**config.mk**
```make
export PLATFORM = sky130hd
export DESIGN_NAME = cia_serial_port
export DESIGN_NICKNAME = d
export VERILOG_FILES = /design/src/rtl/cia_serial_port_pkg.sv /design/src/rtl/cia_sync_edge.sv /design/src/rtl/cia_serial_port.sv
export SDC_FILE = /design/constraint.sdc
export NUM_CORES = 1
export LEC_CHECK = 0
export ABC_AREA = 1
export ABC_CLOCK_PERIOD_IN_PS = 1700
export BUFFER_PORTS_ARGS = -buffer_cell sky130_fd_sc_hd__buf_4
export CORE_UTILIZATION = 55
export DETAILED_ROUTE_END_ITERATION = 8
export PLACE_DENSITY = 0.77
export SYNTH_ARGS = -nofsm -noshare
export SYNTH_HDL_FRONTEND = slang
export SYNTH_SLANG_ARGS = --single-unit
```
**constraint.sdc**
```tcl
create_clock -name clk -period 1.7 [get_ports clk]
set_input_delay 0.34 -clock clk [delete_from_list [all_inputs] [get_ports clk]]
set_output_delay 0.34 -clock clk [all_outputs]
set_load 0.05 [all_outputs]
```
**src/rtl/cia_serial_port_pkg.sv**
```systemverilog
// ---------------------------------------------------------------------------
// cia_serial_port_pkg
// Shared definitions for the 6526-style serial port inside soc_65xx:
//   SP_DATA_W   - default shift register / SDR width
//   SP_MODE_IN  - CRA SPMODE value for input mode
//   SP_MODE_OUT - CRA SPMODE value for output mode
//   sp_state_t  - output-mode shift engine state encoding
// ---------------------------------------------------------------------------
package cia_serial_port_pkg;

    localparam int   SP_DATA_W   = 8;
    localparam logic SP_MODE_IN  = 1'b0;
    localparam logic SP_MODE_OUT = 1'b1;

    typedef enum logic {
        SP_IDLE  = 1'b0,
        SP_SHIFT = 1'b1
    } sp_state_t;

endpackage

```
**src/rtl/cia_sync_edge.sv**
```systemverilog
// ---------------------------------------------------------------------------
// cia_sync_edge
// Multi-stage synchroniser for an asynchronous pin plus a rising-edge
// detector on the synchronised level. All state advances on clk_en only.
//
// Ports:
//   clk, reset  - system clock, synchronous active-high reset
//   clk_en      - peripheral clock enable
//   din         - asynchronous pin input
//   sync_level  - synchronised pin level (SYNC_STAGES clk_en cycles late)
//   rise        - one-clk_en-cycle pulse on an accepted 0->1 transition
//
// Configuration macro: CIA_SP_CNT_FILTER_EN
//   Defined   - a new level must be held for 3 consecutive clk_en cycles
//               before the edge is accepted (glitch rejection, +2 cycles).
//   Undefined - edges are taken directly from the synchroniser output.
// ---------------------------------------------------------------------------
module cia_sync_edge #(
    parameter int SYNC_STAGES = 2
) (
    input  logic clk,
    input  logic reset,
    input  logic clk_en,
    input  logic din,
    output logic sync_level,
    output logic rise
);

    // Idle level of the CIA pins is high, so the chain resets to ones and no
    // false edge is seen when reset is released.
    logic [SYNC_STAGES-1:0] sync_q;

    always_ff @(posedge clk) begin
        if (reset) begin
            sync_q <= '1;
        end else if (clk_en) begin
            // NOTE: state registers use non-blocking assignments so every
            // flop samples the pre-edge value of its neighbours.
            sync_q <= {sync_q[SYNC_STAGES-2:0], din};
        end
    end

    assign sync_level = sync_q[SYNC_STAGES-1];

`ifdef CIA_SP_CNT_FILTER_EN
    // flt_q is the last accepted level; hold_q counts consecutive cycles
    // that the synchronised level has differed from it.
    logic       flt_q;
    logic [1:0] hold_q;

    always_ff @(posedge clk) begin
        if (reset) begin
            flt_q  <= 1'b1;
            hold_q <= 2'd0;
        end else if (clk_en) begin
            if (sync_level != flt_q) begin
                if (hold_q == 2'd2) begin
                    flt_q  <= sync_level;
                    hold_q <= 2'd0;
                end else begin
                    hold_q <= hold_q + 2'd1;
                end
            end else begin
                hold_q <= 2'd0;
            end
        end
    end

    // Accept on the third consecutive cycle at the new level.
    assign rise = sync_level && !flt_q && (hold_q == 2'd2);
`else
    logic prev_q;

    always_ff @(posedge clk) begin
        if (reset) begin
            prev_q <= 1'b1;
        end else if (clk_en) begin
            prev_q <= sync_level;
        end
    end

    assign rise = sync_level && !prev_q;
`endif

endmodule

```
**src/rtl/cia_serial_port.sv**
```systemverilog
// ---------------------------------------------------------------------------
// cia_serial_port
// Serial data register (SDR) and shift engine of the 6526-style peripheral.
//   Input mode  (sp_mode=0): shifts sp_in in on rising CNT edges, posts each
//                            completed byte to the SDR and pulses sp_irq.
//   Output mode (sp_mode=1): serialises CPU-written bytes MSB first on
//                            sp_out, toggling cnt_out on every Timer A
//                            underflow; pulses sp_irq after each byte.
//
// Ports:
//   clk, reset    - system clock, synchronous active-high reset
//   clk_en        - peripheral clock enable; state advances only when high
//   sp_mode       - CRA SPMODE (0 input, 1 output)
//   ta_underflow  - Timer A underflow pulse (output-mode bit clock)
//   sdr_wr/sdr_din- CPU write to SDR
//   sdr_dout      - SDR read value
//   sp_in, cnt_in - asynchronous serial data / CNT pins
//   sp_out,cnt_out- serial data / CNT pin drive
//   sp_irq        - one-clk_en-cycle pulse on byte complete
//   busy          - output-mode transfer in progress
//
// Configuration macro: CIA_SP_CNT_FILTER_EN (CNT glitch filter, implemented
// in cia_sync_edge; adds 2 clk_en cycles of input-mode latency).
// ---------------------------------------------------------------------------
module cia_serial_port
    import cia_serial_port_pkg::*;
#(
    parameter int DATA_W      = SP_DATA_W,
    parameter int SYNC_STAGES = 2
) (
    input  logic              clk,
    input  logic              reset,
    input  logic              clk_en,
    input  logic              sp_mode,
    input  logic              ta_underflow,
    input  logic              sdr_wr,
    input  logic [DATA_W-1:0] sdr_din,
    output logic [DATA_W-1:0] sdr_dout,
    input  logic              sp_in,
    input  logic              cnt_in,
    output logic              sp_out,
    output logic              cnt_out,
    output logic              sp_irq,
    output logic              busy
);

    localparam int              CNT_W     = $clog2(DATA_W + 1);
    localparam logic [CNT_W-1:0] BITS_LAST = CNT_W'(DATA_W - 1);

    // -----------------------------------------------------------------------
    // Pin synchronisers. The data pin only needs the synchronised level and
    // the CNT pin only needs the edge; the other outputs are left unused.
    // -----------------------------------------------------------------------
    logic sp_s;
    logic sp_rise_unused;
    logic cnt_rise;
    logic cnt_level_unused;

    cia_sync_edge #(.SYNC_STAGES(SYNC_STAGES)) u_sp_sync (
        .clk        (clk),
        .reset      (reset),
        .clk_en     (clk_en),
        .din        (sp_in),
        .sync_level (sp_s),
        .rise       (sp_rise_unused)
    );

    cia_sync_edge #(.SYNC_STAGES(SYNC_STAGES)) u_cnt_sync (
        .clk        (clk),
        .reset      (reset),
        .clk_en     (clk_en),
        .din        (cnt_in),
        .sync_level (cnt_level_unused),
        .rise       (cnt_rise)
    );

    // -----------------------------------------------------------------------
    // State
    // -----------------------------------------------------------------------
    sp_state_t         state_q,   state_d;
    logic [DATA_W-1:0] shift_q,   shift_d;
    logic [DATA_W-1:0] sdr_q,     sdr_d;
    logic [CNT_W-1:0]  bits_q,    bits_d;
    logic              pending_q, pending_d;
    logic              sp_out_q,  sp_out_d;
    logic              cnt_out_q, cnt_out_d;
    logic              irq_q,     irq_d;
    logic              busy_q,    busy_d;
    logic              mode_q;

    // -----------------------------------------------------------------------
    // Next-state logic
    // -----------------------------------------------------------------------
    always_comb begin
        // NOTE: every next-state value is defaulted first so no path through
        // this block leaves a signal unassigned (which would infer a latch).
        state_d   = state_q;
        shift_d   = shift_q;
        sdr_d     = sdr_q;
        bits_d    = bits_q;
        pending_d = pending_q;
        sp_out_d  = sp_out_q;
        cnt_out_d = cnt_out_q;
        irq_d     = 1'b0;
        busy_d    = busy_q;

        if (sp_mode != mode_q) begin
            // Mode change aborts any transfer silently; SDR is kept.
            state_d   = SP_IDLE;
            bits_d    = '0;
            pending_d = 1'b0;
            cnt_out_d = 1'b1;
            sp_out_d  = 1'b1;
            busy_d    = 1'b0;
            if (sdr_wr) begin
                sdr_d = sdr_din;
            end
        end else if (sp_mode == SP_MODE_IN) begin
            state_d   = SP_IDLE;
            sp_out_d  = 1'b1;
            cnt_out_d = 1'b1;
            busy_d    = 1'b0;
            pending_d = 1'b0;
            if (sdr_wr) begin
                sdr_d = sdr_din;
            end
            if (cnt_rise) begin
                shift_d = {shift_q[DATA_W-2:0], sp_s};
                if (bits_q == BITS_LAST) begin
                    // A completed byte wins over a CPU write in the same cycle.
                    sdr_d  = {shift_q[DATA_W-2:0], sp_s};
                    irq_d  = 1'b1;
                    bits_d = '0;
                end else begin
                    bits_d = bits_q + 1'b1;
                end
            end
        end else begin
            if (sdr_wr) begin
                sdr_d     = sdr_din;
                pending_d = 1'b1;
            end
            if (ta_underflow) begin
                if (state_q == SP_IDLE) begin
                    if (pending_q) begin
                        // Load takes the pre-write SDR; a simultaneous write
                        // stays pending for the following byte.
                        shift_d   = sdr_q;
                        pending_d = sdr_wr;
                        sp_out_d  = sdr_q[DATA_W-1];
                        cnt_out_d = 1'b0;
                        bits_d    = '0;
                        busy_d    = 1'b1;
                        state_d   = SP_SHIFT;
                    end
                end else if (!cnt_out_q) begin
                    // Rising CNT: receiver samples the current bit here.
                    cnt_out_d = 1'b1;
                    if (bits_q == BITS_LAST) begin
                        irq_d   = 1'b1;
                        busy_d  = 1'b0;
                        bits_d  = '0;
                        state_d = SP_IDLE;
                    end else begin
                        bits_d = bits_q + 1'b1;
                    end
                end else begin
                    // Falling CNT: present the next bit, MSB first.
                    cnt_out_d = 1'b0;
                    shift_d   = {shift_q[DATA_W-2:0], 1'b0};
                    sp_out_d  = shift_q[DATA_W-2];
                end
            end
        end
    end

    // -----------------------------------------------------------------------
    // State registers
    // -----------------------------------------------------------------------
    always_ff @(posedge clk) begin
        if (reset) begin
            state_q   <= SP_IDLE;
            shift_q   <= '0;
            sdr_q     <= '0;
            bits_q    <= '0;
            pending_q <= 1'b0;
            sp_out_q  <= 1'b1;
            cnt_out_q <= 1'b1;
            irq_q     <= 1'b0;
            busy_q    <= 1'b0;
            // Track the live mode during reset so leaving reset is not
            // mistaken for a mode change.
            mode_q    <= sp_mode;
        end else if (clk_en) begin
            state_q   <= state_d;
            shift_q   <= shift_d;
            sdr_q     <= sdr_d;
            bits_q    <= bits_d;
            pending_q <= pending_d;
            sp_out_q  <= sp_out_d;
            cnt_out_q <= cnt_out_d;
            irq_q     <= irq_d;
            busy_q    <= busy_d;
            mode_q    <= sp_mode;
        end
    end

    assign sdr_dout = sdr_q;
    assign sp_out   = sp_out_q;
    assign cnt_out  = cnt_out_q;
    assign sp_irq   = irq_q;
    assign busy     = busy_q;

endmodule

```
=== Yosys cells after proc, flatten, opt, wreduce, memory -nomap -nowiden ===
Index checks and enable logic that the tools add are counted.

* Mux-type cells: 60
* Add/sub/neg operators: 1
* Reduce and logical (&&, ||, !) cells: 11
* Equality and inequality tests: 10
* Bitwise logic cells: 1

{| class="wikitable"
|+ Operators with widths
! cell !! count
|-
| two-way mux 7 bit || 6
|-
| two-way mux 1 bit || 41
|-
| two-way mux 8 bit || 5
|-
| two-way mux 4 bit || 8
|-
| AND reduction 5 bit || 2
|-
| != test 4 x 2 -> 1 bit (second input constant) || 2
|-
| != test 3 x 1 -> 1 bit (second input constant) || 2
|-
| AND reduction 6 bit || 1
|-
| adder 4 x 1 -> 4 bit (second input constant) || 1
|-
| == test 4 x 3 -> 1 bit (second input constant) || 1
|-
| != test 4 x 1 -> 1 bit (second input constant) || 1
|-
| != test 4 x 3 -> 1 bit (second input constant) || 1
|-
| AND reduction 4 bit || 1
|-
| nonzero test 2 bit || 2
|-
| != test 3 x 2 -> 1 bit (second input constant) || 1
|-
| AND reduction 3 bit || 1
|-
| nonzero test 3 bit || 1
|-
| != test 2 x 1 -> 1 bit (second input constant) || 1
|-
| AND reduction 2 bit || 1
|-
| logical AND 1 bit || 1
|-
| logical NOT 1 bit || 1
|-
| != test 1 bit || 1
|-
| NOT 1 bit || 1
|}

* Output and inout bits: 12
* Input bits: 16
* Word-level logic and storage cells: 96
* Bits in registers: 31

=== Depth between registers and ports, before layout ===
* Depth in word-level cells: 7
* Gate-level depth with buffers: 10
* Gate-level depth less buffers: 9

=== By module ===
Synthesis repeated with hierarchy kept, for this count alone.

* Cell total of the unflattened synthesis: 247
* Area, all modules: 1639.1 um2

{| class="wikitable"
|+ Modules (own cells, without submodules)
! module !! cells each !! sequential area each (um2) !! area an instance (um2) !! times used
|-
| cia_serial_port || 215 || 530.5 || 1413.9 || 1
|-
| cia_sync_edge || 16 || 60.1 || 112.6 || 2
|}

=== Worst setup path after synthesis ===
Ideal clock, no wire load.

* Path kind: flip-flop to flip-flop
* Start: reg cnt_out_q (netlist: cnt_out)
* End: reg shift_q[2]
* Period minus slack after synthesis: 1484 ps
* Slack: 216 ps
* Required time: 1584 ps
* Library setup time: 116 ps
* Cell stages (with the launch flop): 8
* Arrival time: 1368 ps
* Buffers on the path: 0
* Cells stage by stage: dfxtp_1 inv_1 nand3_1 o21ai_2 nor2_4 nand2_4 o21ai_0 nor2_1

* Word-level cells in the longest chain between the ends: 2

{| class="wikitable"
|+ Ends and longest elaborated chain
! item !! line !! text
|-
| start: declaration || cia_serial_port.sv:86 || <nowiki>logic cnt_out_q, cnt_out_d;</nowiki>
|-
| start signal: assignment || cia_serial_port.sv:201 || <nowiki>cnt_out_q <= cnt_out_d;</nowiki>
|-
| != test 3 x 2 -> 1 bit (no line) || - ||
|-
| AND reduction 6 bit (no line) || - ||
|-
| end signal: assignment || cia_serial_port.sv:196 || <nowiki>shift_q <= shift_d;</nowiki>
|-
| end: declaration || cia_serial_port.sv:81 || <nowiki>logic [DATA_W-1:0] shift_q, shift_d;</nowiki>
|}

Every way passes these cells.
A chain may end at the register's enable or synchronous reset.

=== Worst setup path in the final report ===
* Start: reg bits_q[0]
* End: reg sdr_q[7] (netlist: sdr_dout[7])

* Word-level cells in the longest chain between the ends: 5

{| class="wikitable"
|+ Ends and longest elaborated chain
! item !! line !! text
|-
| start: declaration || cia_serial_port.sv:83 || <nowiki>logic [CNT_W-1:0] bits_q, bits_d;</nowiki>
|-
| start signal: assignment || cia_serial_port.sv:198 || <nowiki>bits_q <= bits_d;</nowiki>
|-
| == test 4 x 3 -> 1 bit || cia_serial_port.sv:129 || <nowiki>if (bits_q == BITS_LAST) begin</nowiki>
|-
| two-way mux 8 bit || cia_serial_port.sv:129 ||
|-
| two-way mux 8 bit || cia_serial_port.sv:127 || <nowiki>if (cnt_rise) begin</nowiki>
|-
| two-way mux 8 bit || cia_serial_port.sv:118 || <nowiki>end else if (sp_mode == SP_MODE_IN) begin</nowiki>
|-
| two-way mux 8 bit || cia_serial_port.sv:107 || <nowiki>if (sp_mode != mode_q) begin</nowiki>
|-
| end signal: assignment || cia_serial_port.sv:197 || <nowiki>sdr_q <= sdr_d;</nowiki>
|-
| end: declaration || cia_serial_port.sv:82 || <nowiki>logic [DATA_W-1:0] sdr_q, sdr_d;</nowiki>
|}

Every way passes these cells.

==> results.cfg <==
[detailed_routing]
routed_wirelength_um = 3440
ant_nets = 0
num_vias = 1555
drcViolationCount = 0
viasPerCell = 5.40
drtPass1Iterations = 4
wire_per_inst_um = 11.9
drtIter0Drc = 79

[floorplanning]
core_um2 = 2780
dieArea_um2 = 3180
pin_count = 28
start_util_pct = 58.5
die_w_um = 56.4
rows = 19
die_h_um = 56.4

[cts]
cts-buffers-inserted = 5
cts_resized = 0
cts_tree = done
cts_hold_buf = 0
cts_setup_buffers = 0
htreeDepth = 2
cts-root-buf = clkbuf_4
cts_buffer_depth = 2
cts_sinks = 31
clkLatencyLatePin_ns = 0.33
clk_pin_slew_ns = 0.09

[worst_setup_path]
arrival_ns = 1.67
cpMaxStageDelayCell = dfxtp_1
crit_type = flop to flop
r2r_cells = 6
path_max_fanout = 16
cp-start-kind = flop
cp_num_buf_inv = 0
crit_chain = ha_1 > nand2_2 > nor2_4 > nand3_4 > o211ai_1 > o21ai_1
required_ns = 1.92
crit_family = simple AND/OR/NAND/NOR gates
max_stage_delay_ns = 0.38
rrSetupSlack_ns = 0.24
crit_cells = 6
cp-end-kind = flop

[cells_and_area]
n_antenna_cell = 0
nFillCells = 247
fin_nets = 273
drive_above_1_share_pct = 22.6
syn_to_final_growth_pct = 18.7

[synthesis]
synth_top_area_share_pct = 36.9
async_reset_ff_share_pct = 0
synthTopCellsByArea = dfxtp_1, nor2_1, nand2_1
avgSynthCellArea_um2 = 7.17
synth_most_common_cell = nor2_1
synth_area_um2 = 1630
yosysWarnings = 0
synthTopCellsByCount = nor2_1, nand2_1, dfxtp_1
seq_area_frac_synth_pct = 38.8
ys_ff_latch = 31
yosys.cell_types.count = 32
synth_top_cell_by_area = dfxtp_1
synth_fp_nets = 244
synth_edf_count = 1
synth_ff_type = dfxtp_1
syn-instance-count = 227

[power_and_ir_drop]
p_per_area_nw_per_um2 = 902
vdd_ir_drop_max_mv = 1.12
power_leakage_nw = 0.885
fin_total_pwr_mw = 1.74

[timing]
worstMarginPinSlew_ns = 0.379
slew_headroom_pct = 74.7
setup_viol = 0
finalClockSkew_ns = 0.0115
hold_viol = 0
slew_violations = 0
fmax_mhz = 686
whs_ns = 0.210
fin_setup_tns_ns = 0
rsz0062_at_grt = false
fin_crit_ns = 1.46
min_period_over_period_pct = 85.8

[worst_hold_path]
hold_path_depth = 2
min_path_type = input pin to flop

[grt]
track_usage_pct = 24.0
gr-total-overflow = 0
grt_pass1_vias = 1389
grt_antenna_before_repair = 0
grt_first_pass_wirelength_um = 6020
grt_max_degree = 18

[job]
maxCapViolCount = 0

[place]
port_buffers = 27
finalWeightedCongestion = 0.834
dp_hpwl_um = 2420

[outcome]
status = finished, final reports clean
## per-layer routing
metal	up-vias	track usage, %	wire, µm
met2	48	37.4	1540
met5	-	0	0
met4	0	9.06	41
li1	808	-	-
met1	693	32.8	1670
met3	6	5.07	189
## worst paths after layout
check / start / to
hold reg to reg: u_sp_sync.sync_q[0] / u_sp_sync.sync_q[0]
setup / recovery: bits_q[0] / sdr_dout[7]
setup reg to reg: bits_q[0] / sdr_dout[7]
hold / removal: reset / bits_q[3]
## logic make-up after synthesis
kind of cell | Yosys count | synth area share [%]
AO/OA/AOI/OAI | 60 | 21.0
XOR/XNOR | 2 | 1.08
adder cells (fa/ha/maj) | 1 | 0.769
buffers and inverters | 36 | 10.2
flip-flops | 31 | 38.8
AND/OR/NAND/NOR | 97 | 28.2
## layout make-up
class / count / area [µm²] / area share, %
well taps: 31 / 38.8 / 2.01
clock buffers: 7 / 66.3 / 3.43
flip-flops and latches: 31 / 631 / 32.7
inverters: 29 / 116 / 6.03
multi-input cells: 160 / 831 / 43.0
clock inverters: 1 / 30.0 / 1.56
repair buffers: 29 / 218 / 11.3
## placed cells by master, fill, tap and decap left out, drive strengths merged
| cell | n |
|---|---|
| clkbuf | 7 |
| bufinv | 1 |
| nor3 | 1 |
| o21ai | 29 |
| ha | 1 |
| buf | 29 |
| nand3 | 10 |
| o32ai | 1 |
| a21oi | 18 |
| edfxtp | 1 |
| o211ai | 8 |
| nand3b | 1 |
| nand4 | 4 |
| nor2 | 43 |
| dfxtp | 30 |
| nand2 | 38 |
| o22ai | 1 |
| clkinv | 1 |
| inv | 28 |
| a22oi | 3 |
| xor2 | 2 |
## per-stage QoR
step	util, %	std cells	cell area, µm²	setup slack (ns)
after global routing	69.4	288	1930	0.118
final	69.4	288	1930	0.242
after global placement	65.9	280	1830	0.308
after CTS	69.4	288	1930	0.248
after detailed placement	65.9	280	1830	0.253
after floorplan	-	227	1630	0.216
## sequential cells by signal (all words and copies together), names as in the netlist
name,count
sdr_dout,8
sp_irq,1
u_cnt_sync.sync_q,2
mode_q,1
state_q,1
cnt_out,1
u_sp_sync.sync_q,2
u_cnt_sync.prev_q,1
bits_q,4
sp_out,1
busy,1
shift_q,7
pending_q,1
## worst reg2reg max path, delay by kind of cell, from the launching register on
kind                     cells  cell delay [ns]
flip-flops                   1             0.38
AO/OA/AOI/OAI                2             0.30
AND/OR/NAND/NOR              3             0.42
adder cells (fa/ha/maj)      1             0.25
## report_power, final
group	leakage (nW)	total (mW)	internal (mW)	switching [mW]
combinational	0.580	0.299	0.105	0.195
sequential	0.255	0.789	0.764	0.0245
clock	0.0506	0.654	0.400	0.254
total	0.885	1.74	1.27	0.473
Power figures use the tool's default switching activity.
